[src/rtl/das_beam_sum_pkg.sv]
// rtl/das_beam_sum_pkg.sv - shared FSM states, delay sentinel and output width helper (package das_pkg)
package das_pkg;

   // S_MUL is only visited when DAS_APOD_EN is defined
   typedef enum logic [2:0] {
      S_IDLE,
      S_DLY_RD,
      S_DLY_WAIT,
      S_SMP_RD,
      S_MUL,
      S_ACC,
      S_EMIT,
      S_DONE
   } das_state_e;

   // all-ones delay entry marks a channel that contributes nothing; cast to ADDR_W at use
   localparam logic [63:0] DLY_INVALID = '1;

   // width that holds the sum of num_ch full-scale samples without overflow
   function automatic int sum_width(input int sample_w, input int num_ch);
      return sample_w + $clog2(num_ch);
   endfunction

endpackage

[src/rtl/das_beam_sum_if.sv]
// rtl/das_beam_sum_if.sv - delay/sample RAM read ports and beam output stream of das_beam_sum
interface das_beam_sum_if #(
   parameter int SAMPLE_W = 32,
   parameter int ADDR_W   = 13,
   parameter int DLY_AW   = 13,
   parameter int SUM_W    = 35
);
   logic                       dly_rd_en;
   logic [DLY_AW-1:0]          dly_rd_addr;
   logic [ADDR_W-1:0]          dly_rd_data;
   logic                       smp_rd_en;
   logic [ADDR_W-1:0]          smp_rd_addr;
   logic signed [SAMPLE_W-1:0] smp_rd_data;
   logic                       out_valid;
   logic                       out_ready;
   logic signed [SUM_W-1:0]    out_data;
   logic [DLY_AW-1:0]          out_idx;

   modport master (
      output dly_rd_en, dly_rd_addr, smp_rd_en, smp_rd_addr, out_valid, out_data, out_idx,
      input  dly_rd_data, smp_rd_data, out_ready
   );

   modport slave (
      input  dly_rd_en, dly_rd_addr, smp_rd_en, smp_rd_addr, out_valid, out_data, out_idx,
      output dly_rd_data, smp_rd_data, out_ready
   );
endinterface

[src/rtl/das_beam_sum_mac.sv]
// rtl/das_beam_sum_mac.sv - das_channel_mac: sign-extend, optional apodisation (DAS_APOD_EN), accumulate with clear
module das_channel_mac
   import das_pkg::*;
#(
   parameter int SAMPLE_W = 32,
   parameter int SUM_W    = sum_width(32, 8)
) (
   input  logic                       clk,
   input  logic                       reset,
   input  logic                       i_clear,
   input  logic                       i_acc_en,
   input  logic                       i_use,
   input  logic signed [SAMPLE_W-1:0] i_sample,
`ifdef DAS_APOD_EN
   input  logic                       i_mul_en,
   input  logic signed [15:0]         i_weight,
`endif
   output logic signed [SUM_W-1:0]    o_acc
);
   logic signed [SUM_W-1:0] r_acc;
   logic signed [SUM_W-1:0] w_term;

`ifdef DAS_APOD_EN
   logic signed [SAMPLE_W+15:0] w_prod;
   logic signed [SUM_W-1:0]     r_term;

   assign w_prod = i_sample * i_weight;

   // MUL stage: Q1.15 weighting, arithmetic shift keeps the sign of the product
   always_ff @(posedge clk) begin
      if (reset)         r_term <= '0;
      else if (i_mul_en) r_term <= i_use ? SUM_W'(w_prod >>> 15) : '0;
   end

   assign w_term = r_term;
`else
   assign w_term = i_use ? SUM_W'(i_sample) : '0;
`endif

   // running beam sum, cleared before the first channel of every output index
   always_ff @(posedge clk) begin
      if (reset)         r_acc <= '0;
      else if (i_clear)  r_acc <= '0;
      else if (i_acc_en) r_acc <= r_acc + w_term;
   end

   assign o_acc = r_acc;
endmodule

[src/rtl/das_beam_sum.sv]
// rtl/das_beam_sum.sv - delay-and-sum beam engine top; DAS_APOD_EN enables per-channel apodisation weights
module das_beam_sum
   import das_pkg::*;
#(
   parameter int NUM_CH   = 8,
   parameter int SAMPLE_W = 32,
   parameter int NUM_OUT  = 768,
   parameter int ADDR_W   = 13,
   parameter int DLY_AW   = 13,
   parameter int SUM_W    = sum_width(SAMPLE_W, NUM_CH)
) (
   input  logic                 clk,
   input  logic                 reset,
   input  logic                 start,
   output logic                 busy,
   output logic                 done,
   input  logic [NUM_CH*16-1:0] apod_w,
   das_beam_sum_if.master       bus
);
   localparam int CH_W = (NUM_CH > 1) ? $clog2(NUM_CH) : 1;

   das_state_e              r_state, w_next;
   logic [CH_W-1:0]         r_ch;
   logic [DLY_AW-1:0]       r_k;
   logic [ADDR_W-1:0]       r_entry;
   logic [DLY_AW-1:0]       r_dly_addr_q;
   logic [ADDR_W-1:0]       r_smp_addr_q;
   logic                    w_last_ch, w_last_k, w_entry_ok, w_accept, w_clear;
   logic                    w_dly_en, w_smp_en;
   logic [DLY_AW-1:0]       w_dly_addr;
   logic signed [SUM_W-1:0] w_acc;

   assign w_last_ch  = (r_ch == CH_W'(NUM_CH - 1));
   assign w_last_k   = (r_k == DLY_AW'(NUM_OUT - 1));
   assign w_entry_ok = (r_entry != ADDR_W'(DLY_INVALID));
   assign w_accept   = (r_state == S_EMIT) && bus.out_ready;
   assign w_clear    = ((r_state == S_IDLE) && start) || w_accept;
   assign w_dly_addr = DLY_AW'(r_ch) * DLY_AW'(NUM_OUT) + r_k;
   assign w_dly_en   = (r_state == S_DLY_RD);
   assign w_smp_en   = (r_state == S_SMP_RD) && w_entry_ok;

   // state register; reset abandons any frame in flight without a done pulse
   always_ff @(posedge clk) begin
      if (reset) r_state <= S_IDLE;
      else       r_state <= w_next;
   end

   // next-state: four (five with weighting) cycles per channel, then emit and wait for the sink
   always_comb begin
      w_next = r_state;
      case (r_state)
         S_IDLE:     if (start) w_next = S_DLY_RD;
         S_DLY_RD:   w_next = S_DLY_WAIT;
         S_DLY_WAIT: w_next = S_SMP_RD;
`ifdef DAS_APOD_EN
         S_SMP_RD:   w_next = S_MUL;
         S_MUL:      w_next = S_ACC;
`else
         S_SMP_RD:   w_next = S_ACC;
`endif
         S_ACC:      w_next = w_last_ch ? S_EMIT : S_DLY_RD;
         S_EMIT:     if (bus.out_ready) w_next = w_last_k ? S_DONE : S_DLY_RD;
         S_DONE:     w_next = S_IDLE;
         default:    w_next = S_IDLE;
      endcase
   end

   // channel/output counters and the captured delay-table entry
   always_ff @(posedge clk) begin
      if (reset) begin
         r_ch    <= '0;
         r_k     <= '0;
         r_entry <= '0;
      end else begin
         if (r_state == S_DLY_WAIT)           r_entry <= bus.dly_rd_data;
         if ((r_state == S_ACC) && !w_last_ch) r_ch   <= r_ch + 1'b1;
         if (w_accept) begin
            r_ch <= '0;
            r_k  <= w_last_k ? '0 : r_k + 1'b1;
         end
      end
   end

   // RAM address buses only move together with their read strobe
   always_ff @(posedge clk) begin
      if (reset) begin
         r_dly_addr_q <= '0;
         r_smp_addr_q <= '0;
      end else begin
         if (w_dly_en) r_dly_addr_q <= w_dly_addr;
         if (w_smp_en) r_smp_addr_q <= r_entry;
      end
   end

   // outputs decoded from state
   always_comb begin
      busy            = (r_state != S_IDLE);
      done            = (r_state == S_DONE);
      bus.dly_rd_en   = w_dly_en;
      bus.dly_rd_addr = w_dly_en ? w_dly_addr : r_dly_addr_q;
      bus.smp_rd_en   = w_smp_en;
      bus.smp_rd_addr = w_smp_en ? r_entry : r_smp_addr_q;
      bus.out_valid   = (r_state == S_EMIT);
      bus.out_data    = w_acc;
      bus.out_idx     = r_k;
   end

`ifdef DAS_APOD_EN
   logic signed [15:0] w_weight;
   assign w_weight = $signed(apod_w[r_ch*16 +: 16]);
`else
   logic w_unused_apod;
   assign w_unused_apod = ^apod_w;
`endif

   das_channel_mac #(
      .SAMPLE_W (SAMPLE_W),
      .SUM_W    (SUM_W)
   ) u_mac (
      .clk      (clk),
      .reset    (reset),
      .i_clear  (w_clear),
      .i_acc_en (r_state == S_ACC),
      .i_use    (w_entry_ok),
      .i_sample (bus.smp_rd_data),
`ifdef DAS_APOD_EN
      .i_mul_en (r_state == S_MUL),
      .i_weight (w_weight),
`endif
      .o_acc    (w_acc)
   );
endmodule

[src/flat_wrapper.sv]
// flat-port wrapper written by rule: the top's interface ports become plain ports
module das_beam_sum_flat import das_pkg::*;
#(
   parameter int NUM_CH   = 8,
   parameter int SAMPLE_W = 32,
   parameter int NUM_OUT  = 768,
   parameter int ADDR_W   = 13,
   parameter int DLY_AW   = 13,
   parameter int SUM_W    = sum_width(SAMPLE_W, NUM_CH)
)
  (clk, reset, start, busy, done, apod_w, bus_dly_rd_en, bus_dly_rd_addr, bus_smp_rd_en, bus_smp_rd_addr, bus_out_valid, bus_out_data, bus_out_idx, bus_dly_rd_data, bus_smp_rd_data, bus_out_ready);
  das_beam_sum_if #(.SAMPLE_W(SAMPLE_W), .ADDR_W(ADDR_W), .DLY_AW(DLY_AW), .SUM_W(SUM_W)) bus_i ();
  input  logic clk;
  input  logic reset;
  input  logic start;
  output logic busy;
  output logic done;
  input  logic [NUM_CH*16-1:0] apod_w;
  output wire logic [$bits(bus_i.dly_rd_en)-1:0] bus_dly_rd_en;
  output wire logic [$bits(bus_i.dly_rd_addr)-1:0] bus_dly_rd_addr;
  output wire logic [$bits(bus_i.smp_rd_en)-1:0] bus_smp_rd_en;
  output wire logic [$bits(bus_i.smp_rd_addr)-1:0] bus_smp_rd_addr;
  output wire logic [$bits(bus_i.out_valid)-1:0] bus_out_valid;
  output wire logic [$bits(bus_i.out_data)-1:0] bus_out_data;
  output wire logic [$bits(bus_i.out_idx)-1:0] bus_out_idx;
  input wire logic [$bits(bus_i.dly_rd_data)-1:0] bus_dly_rd_data;
  input wire logic [$bits(bus_i.smp_rd_data)-1:0] bus_smp_rd_data;
  input wire logic [$bits(bus_i.out_ready)-1:0] bus_out_ready;
  assign bus_dly_rd_en = bus_i.dly_rd_en;
  assign bus_dly_rd_addr = bus_i.dly_rd_addr;
  assign bus_smp_rd_en = bus_i.smp_rd_en;
  assign bus_smp_rd_addr = bus_i.smp_rd_addr;
  assign bus_out_valid = bus_i.out_valid;
  assign bus_out_data = bus_i.out_data;
  assign bus_out_idx = bus_i.out_idx;
  assign bus_i.dly_rd_data = bus_dly_rd_data;
  assign bus_i.smp_rd_data = bus_smp_rd_data;
  assign bus_i.out_ready = bus_out_ready;
  das_beam_sum #(.NUM_CH(NUM_CH), .SAMPLE_W(SAMPLE_W), .NUM_OUT(NUM_OUT), .ADDR_W(ADDR_W), .DLY_AW(DLY_AW), .SUM_W(SUM_W)) u_core (.clk(clk), .reset(reset), .start(start), .busy(busy), .done(done), .apod_w(apod_w), .bus(bus_i));
endmodule
[config.mk]
export PLATFORM = sky130hd
export DESIGN_NAME = das_beam_sum_flat
export DESIGN_NICKNAME = d
export VERILOG_FILES = /design/src/rtl/das_beam_sum_pkg.sv /design/src/rtl/das_beam_sum_if.sv /design/src/rtl/das_beam_sum_mac.sv /design/src/rtl/das_beam_sum.sv /design/src/flat_wrapper.sv
export SDC_FILE = /design/constraint.sdc
export NUM_CORES = 1
export LEC_CHECK = 0
export ABC_CLOCK_PERIOD_IN_PS = 3700
export CAP_MARGIN = 25
export CORE_AREA = 5 5 148 114
export CTS_CLUSTER_SIZE = 40
export DETAILED_ROUTE_END_ITERATION = 8
export DIE_AREA = 0 0 153 119
export PLACE_DENSITY = 0.77
export SLEW_MARGIN = 0
export SYNTH_ARGS = -nofsm -noshare
export SYNTH_HDL_FRONTEND = slang
export SYNTH_SLANG_ARGS = --single-unit
[constraint.sdc]
create_clock -name clk -period 3.7 [get_ports clk]
set_clock_uncertainty 0.2 [all_clocks]
set_input_delay 0.74 -clock clk [delete_from_list [all_inputs] [get_ports clk]]
set_output_delay 0.74 -clock clk [all_outputs]
set_load 0.05 [all_outputs]
==> key figures <==
CTS
  – Bufs on Longest Clock Path: 2
  – Clock latency at the later pin of the worst-skew pair: 0.35 ns
  – Root Driver: clkbuf_16
  – Clock transition at path regs: 0.08 ns
  – Num CTS Buffers: 9
  – H-tree lvl count: 3
  – CTS tree: built
  – CTS sink cnt: 93
  – Cts hold-fix bufs: 0

Die
  – Chip Width: 153 um
  – Core footprint: 15100 um2
  – Num rows: 39
  – Initial Utilization: 38.4%
  – I/O pin total: 256
  – Die area: 18200 um2
  – Die Y-Extent: 119 um

Final layout
  – Area growth from synthesis to layout: 42.4%
  – N_diodes: 0
  – Layout Nets: 1134
  – Layout cells sized above 1: 18.9%
  – Non-filler cells, final: 1121
  – Post-Route Utilization: 54.8%

Global routing
  – Vias in the first global route: 5535
  – Pin count of the biggest net entering global routing: 45
  – First-pass GRT wire length: 27700 um
  – GRT Total Usage: 18.1%
  – Antenna violations before repair: 0
  – Congestion Overflow GR: 0

STA
  – Min Tclk post-route: 3.70 ns
  – Total negative slack: 0 ns
  – Slew headroom: 39.4%
  – Worst-margin pin slew: 0.907 ns
  – Hold WS: 0.265 ns
  – Max-slew violations: 0
  – RSZ-0062 raised after global routing: true
  – Fmax: 270 MHz
  – Period Utilization, post-route: 100%
  – Final setup violation count: 0
  – Final Hold Viols: 0

Placed design
  – DP HPWL: 12600 um
  – Cells after DPL: 1097
  – Placer's final routability congestion estimate: 0.915
  – PortBufs: 127

Pwr
  – Pleak: 3.48 nW
  – Cell area power density: 287 nW/um2
  – VDD IR max: 0.202 mV

Synth
  – Sequential element share of the synthesized area: 32.0%
  – Post-synth top area cell: dfxtp_1
  – Netlist cell types: 53
  – Synth Area per Inst: 7.97 um2
  – Top-area cell type share of the netlist area: 32.0%
  – Ys async rst share: 0%
  – Number of enable flip-flop cells after synthesis: 0
  – Syn Nets: 953
  – Synth area leaders: dfxtp_1, ha_1, nand2_1
  – Synthesized flop and latch total: 93
  – Synth Instances: 730
  – Ys Warns: 0
  – Syn Std Cell Area: 5820 um2
  – Most used flip-flop cell after synthesis: dfxtp_1

Setup path
  – CP max FO: 5
  – Worst EP required: 3.80 ns
  – Critical path launch point type: register
  – Crit. End Element: register
  – Crit path DAT: 3.80 ns
  – R2r worst-path depth: 17
  – Setup CP Type: register to register

Hold path
  – Hold Path Depth: 2
  – Hold WC Path Type: register to register

Detailed routing
  – Iteration-0 DRC count of the detailed router: 289
  – Via density: 5.17
  – Vias: 5794
  – DRT Wirelength: 17000 um
  – DRC viols: 0
  – Drt pass-1 iters: 5
  – Antenna Nets Post-Route: 0
  – Average wire per standard cell: 15.2 um

Run status
  – Status: completed

Run
  – Maxcap violations: 0
per-stage QoR:
| step | setup WS [ns] | total power, mW | cell area [um2] |
|---|---|---|---|
| detailed placement | -0.472 | 1.42 | 7760 |
| CTS | 0.00228 | 2.40 | 8130 |
| global placement | -0.452 | 1.42 | 7760 |
| global route | -0.216 | 2.48 | 8280 |
| finish | 0.000951 | 2.38 | 8280 |
| floorplan | 0.0231 | 1.26 | 5840 |
cell usage after synthesis, types with 12 or more instances:
library cell,instances
ha_1,43
nor2b_1,62
mux2_2,24
a21o_1,20
nand3_1,18
o21ai_0,30
nand2_1,118
a21oi_1,84
inv_1,12
xor2_1,15
nor2_1,42
clkbuf_1,31
dfxtp_1,93
nand4_1,12
xnor2_1,25
logic make-up after synthesis:
logic type,after synthesis,share of synthesized area [%]
and+or+nand+nor,292,24.2
xor gates and xnor gates,40,6.02
AOI/OAI and AO/OA,182,18.9
muxes,28,5.34
adders and majority gates,46,10.3
buffers and inverters,49,3.23
DFF,93,32.0
layer usage:
layer  wire (um)  vias up  GRT usage [%]  share of wire (%)
met3        1030       20           4.21                6.0
met1        8460     2681           26.5                 50
met5           0        -              0                  0
met2        7370      173           27.2                 43
met4         167        0           3.73               0.98
li1            -     2920              -                  -
where the power goes:
group	switching, mW	internal, mW
sequential	0.0115	1.02
clock	0.480	0.488
combinational	0.205	0.173
cells in the final DEF (no fill, tap or decap), types with 5 or more instances in the layout:
master,count
o21ai_0,29
a31oi_1,7
nor2_1,40
dfxtp_2,10
nand4_1,12
or3_1,5
and3_1,8
buf_4,90
clkdlybuf4s50_1,110
xnor2_1,25
nand3_1,16
a21oi_2,9
a21oi_1,76
dfxtp_1,83
o21bai_1,6
a211oi_1,7
nor2b_1,61
and2_1,6
nor3_1,6
mux2_2,24
xor2_1,15
nand2_1,118
inv_1,12
clkbuf_16,9
a21o_1,20
ha_1,41
final cells by class:
cell class / count / area (um2)
clock buffers: 9 / 225
clock inverters: 7 / 83.8
fillers: 1406 / 6840
inverters: 12 / 45.0
multi-input cells: 588 / 3920
flip-flops and latches: 93 / 1870
well taps: 205 / 256
repair buffers: 207 / 1880
worst max-delay path, stage by stage (launching register included):
cell      delay [ns]
dfxtp_2         0.34
nand4_1         0.16
nor4_4          0.25
buf_6           0.18
nor2b_4         0.05
ha_4            0.16
fa_2            0.35
a21o_1          0.20
a41o_1          0.20
o211ai_1        0.27
a31oi_2         0.18
o211ai_1        0.32
a21o_1          0.19
o21ai_2         0.07
mux2i_1         0.21
buf_4           0.15
nand4_1         0.08
nand2_1         0.07
flip-flops by register name (all words and copies together), names as in the netlist:
signal and cells:
u_core.r_dly_addr_q 13, u_core.r_entry 13, u_core.r_smp_addr_q 13, u_core.u_mac.o_acc 35, u_core.bus.out_idx 13, u_core.r_ch 3
u_core.r_state 3
repair_timing:
item                                    in CTS  in global routing
resized for setup                           16                 28
buffers inserted                             2                  6
endpoints found under the setup margin      24                 16
pin swaps                                   11                 24
final timing paths:
path / end / slack (ns) / startpoint
setup / recovery: u_core.u_mac.o_acc[34]$_SDFFE_PP0N_ / 0.001 / u_core.r_entry[6]$_SDFFE_PP0P_
hold / removal: u_core.r_entry[5]$_SDFFE_PP0P_ / 0.26 / u_core.r_entry[5]$_SDFFE_PP0P_
hold reg to reg: u_core.r_entry[5]$_SDFFE_PP0P_ / 0.26 / u_core.r_entry[5]$_SDFFE_PP0P_
setup reg to reg: u_core.u_mac.o_acc[34]$_SDFFE_PP0N_ / 0.001 / u_core.r_entry[6]$_SDFFE_PP0P_
Power figures use the tool's default switching activity.
==> patch, RTL diff (same settings) <==
Re-encode `das_state_e` (8 states) as one-hot, 8 bits wide.
--- a/src/rtl/das_beam_sum_pkg.sv
+++ b/src/rtl/das_beam_sum_pkg.sv
@@ -4,11 +4,11 @@
    // S_MUL is only visited when DAS_APOD_EN is defined
-   typedef enum logic [2:0] {
-      S_IDLE,
-      S_DLY_RD,
-      S_DLY_WAIT,
-      S_SMP_RD,
-      S_MUL,
-      S_ACC,
-      S_EMIT,
-      S_DONE
+   typedef enum logic [7:0] {
+      S_IDLE     = 8'b00000001,
+      S_DLY_RD   = 8'b00000010,
+      S_DLY_WAIT = 8'b00000100,
+      S_SMP_RD   = 8'b00001000,
+      S_MUL      = 8'b00010000,
+      S_ACC      = 8'b00100000,
+      S_EMIT     = 8'b01000000,
+      S_DONE     = 8'b10000000
    } das_state_e;
Formal check against the unedited RTL: no difference found for any inputs over 10 cycles, from zero or initial values and one cycle with reset high; not proved beyond that.
==> patch against the original RTL <==
The run now ends with negative setup slack left. Critical path depth down 2. Area after synthesis is 1.8% higher. Routed wire length is 0.39% lower. Clock power shrank 2.4%. Final cell count decreased by 0.36%. Worst hold slack better by 0.0056 ns. Worst setup slack lost 0.10 ns. Cell area rose by 5.4%. Total power increased by 0.55%. Sequential cell count rose by 4. Largest power group unchanged.
==> patch: results (changes against the original RTL) <==
status = finished, violations left
failing checks = negative setup slack
met2 WL post-DR = 7.653 mm (+3.9%)
sequential area share after synthesis = 32.81% (+0.80 points)
Final WS setup = -0.1016 ns (-0.1025 ns)
Worst Path Max Fanout = 3 (-2)
hold_sp = u_core.u_mac.o_acc[18]$_SDFFE_PP0N_
slowest CP cell = clkdlybuf4s50_1
Post-Route M1 WL = 8.312 mm (-1.8%)
CP Capture Point = u_core.u_mac.o_acc[28]$_SDFFE_PP0N_
Yosys cell types = 57 (+7.5%)
syn_nets = 931 (-2.3%)
NumNets Final = 1,130 (-0.35%)
synthesized instance count = 708 (-3.0%)
largest net degree at the start of global routing = 34 (-24%)
final setup violation count = 2 (+2)
met1 Usage GRT = 25.69% (-0.80 points)
met2 Use GR = 28.95% (+1.7 points)
leakage = 0.003755 uW (+7.8%)
1st-iter DRT viols = 281 (-2.8%)
VDD IR max = 260.9 uV (+29%)
Crit path largest cell delay = 0.41 ns (+0.06 ns)
area fraction in compound gates after synthesis = 17.32% (-1.6 points)
Total GRT Usage = 18.06% (-0.033 points)
vias per inst = 5.145 (-0.46%)
Psw = 675.9 uW (-3.1%)
most frequent cells after synthesis = dfxtp_1 (97), nor2_1 (71), nand2_1 (69), nor2b_1 (64), a21oi_1 (54)
worst-margin pin slew = 0.7661 ns (-0.1407 ns)
cts repair resizes = 25 (+9)
layout cells sized above 1 = 22.04% (+3.2 points)
area share of fa/ha/maj cells after synthesis = 10.11% (-0.18 points)
worst hold path endpoint = u_core.u_mac.o_acc[18]$_SDFFE_PP0N_
XOR/XNOR Fraction of Synth Area = 6.364% (+0.34 points)
fillcell total = 1,381 (-1.8%)
first-pass GRT wire length = 27.74 mm (+0.25%)
Post-Place Cells = 1,094 (-0.27%)
met3 Use GR = 3.771% (-0.44 points)
vias = 5,747 (-0.81%)
drt wl/cell = 15.19 um (about the same)
RR Startpoint = u_core.r_entry[3]$_SDFFE_PP0P_
detailed placement HPWL = 12.72 mm (+1.2%)
==> patch: cell count changes after synthesis, sizes merged, moves of 4 or more <==
cell / delta
a31oi: -7
a21oi: -31
a211oi: +6
o211ai: +6
a21o: +5
mux2i: +11
nor2: +28
nor3: +7
o21ai: -8
xor2: +4
nand2: -48
o21a: +5
dfxtp: +4
and2: -4
==> patch: per-stage QoR <==
stage | TNS (ns) | cell area (um2)
after floorplan | 0 | 5943
after global placement | -3.446 | 8142
after detailed placement | -3.503 | 8142
after CTS | -0.07493 | 8541
after global routing | -0.5468 | 8728
final | -0.1453 | 8728
==> patch: cell type report <==
type                            count  share of cell area, %
Clock buffer                       10                  2.738
Inverter                           12                 0.5161
Clock inverter                      6                 0.6594
Timing Repair Buffer              221                  24.57
Multi-Input combinational cell    566                  46.27
Tap cell                          205                  2.939
Sequential cell                    97                  22.31
==> patch: worst min-delay path: stages, from the launching register on <==
cell and delay, ns:
dfxtp_1 0.32, nand2_1 0.06, a21oi_1 0.05
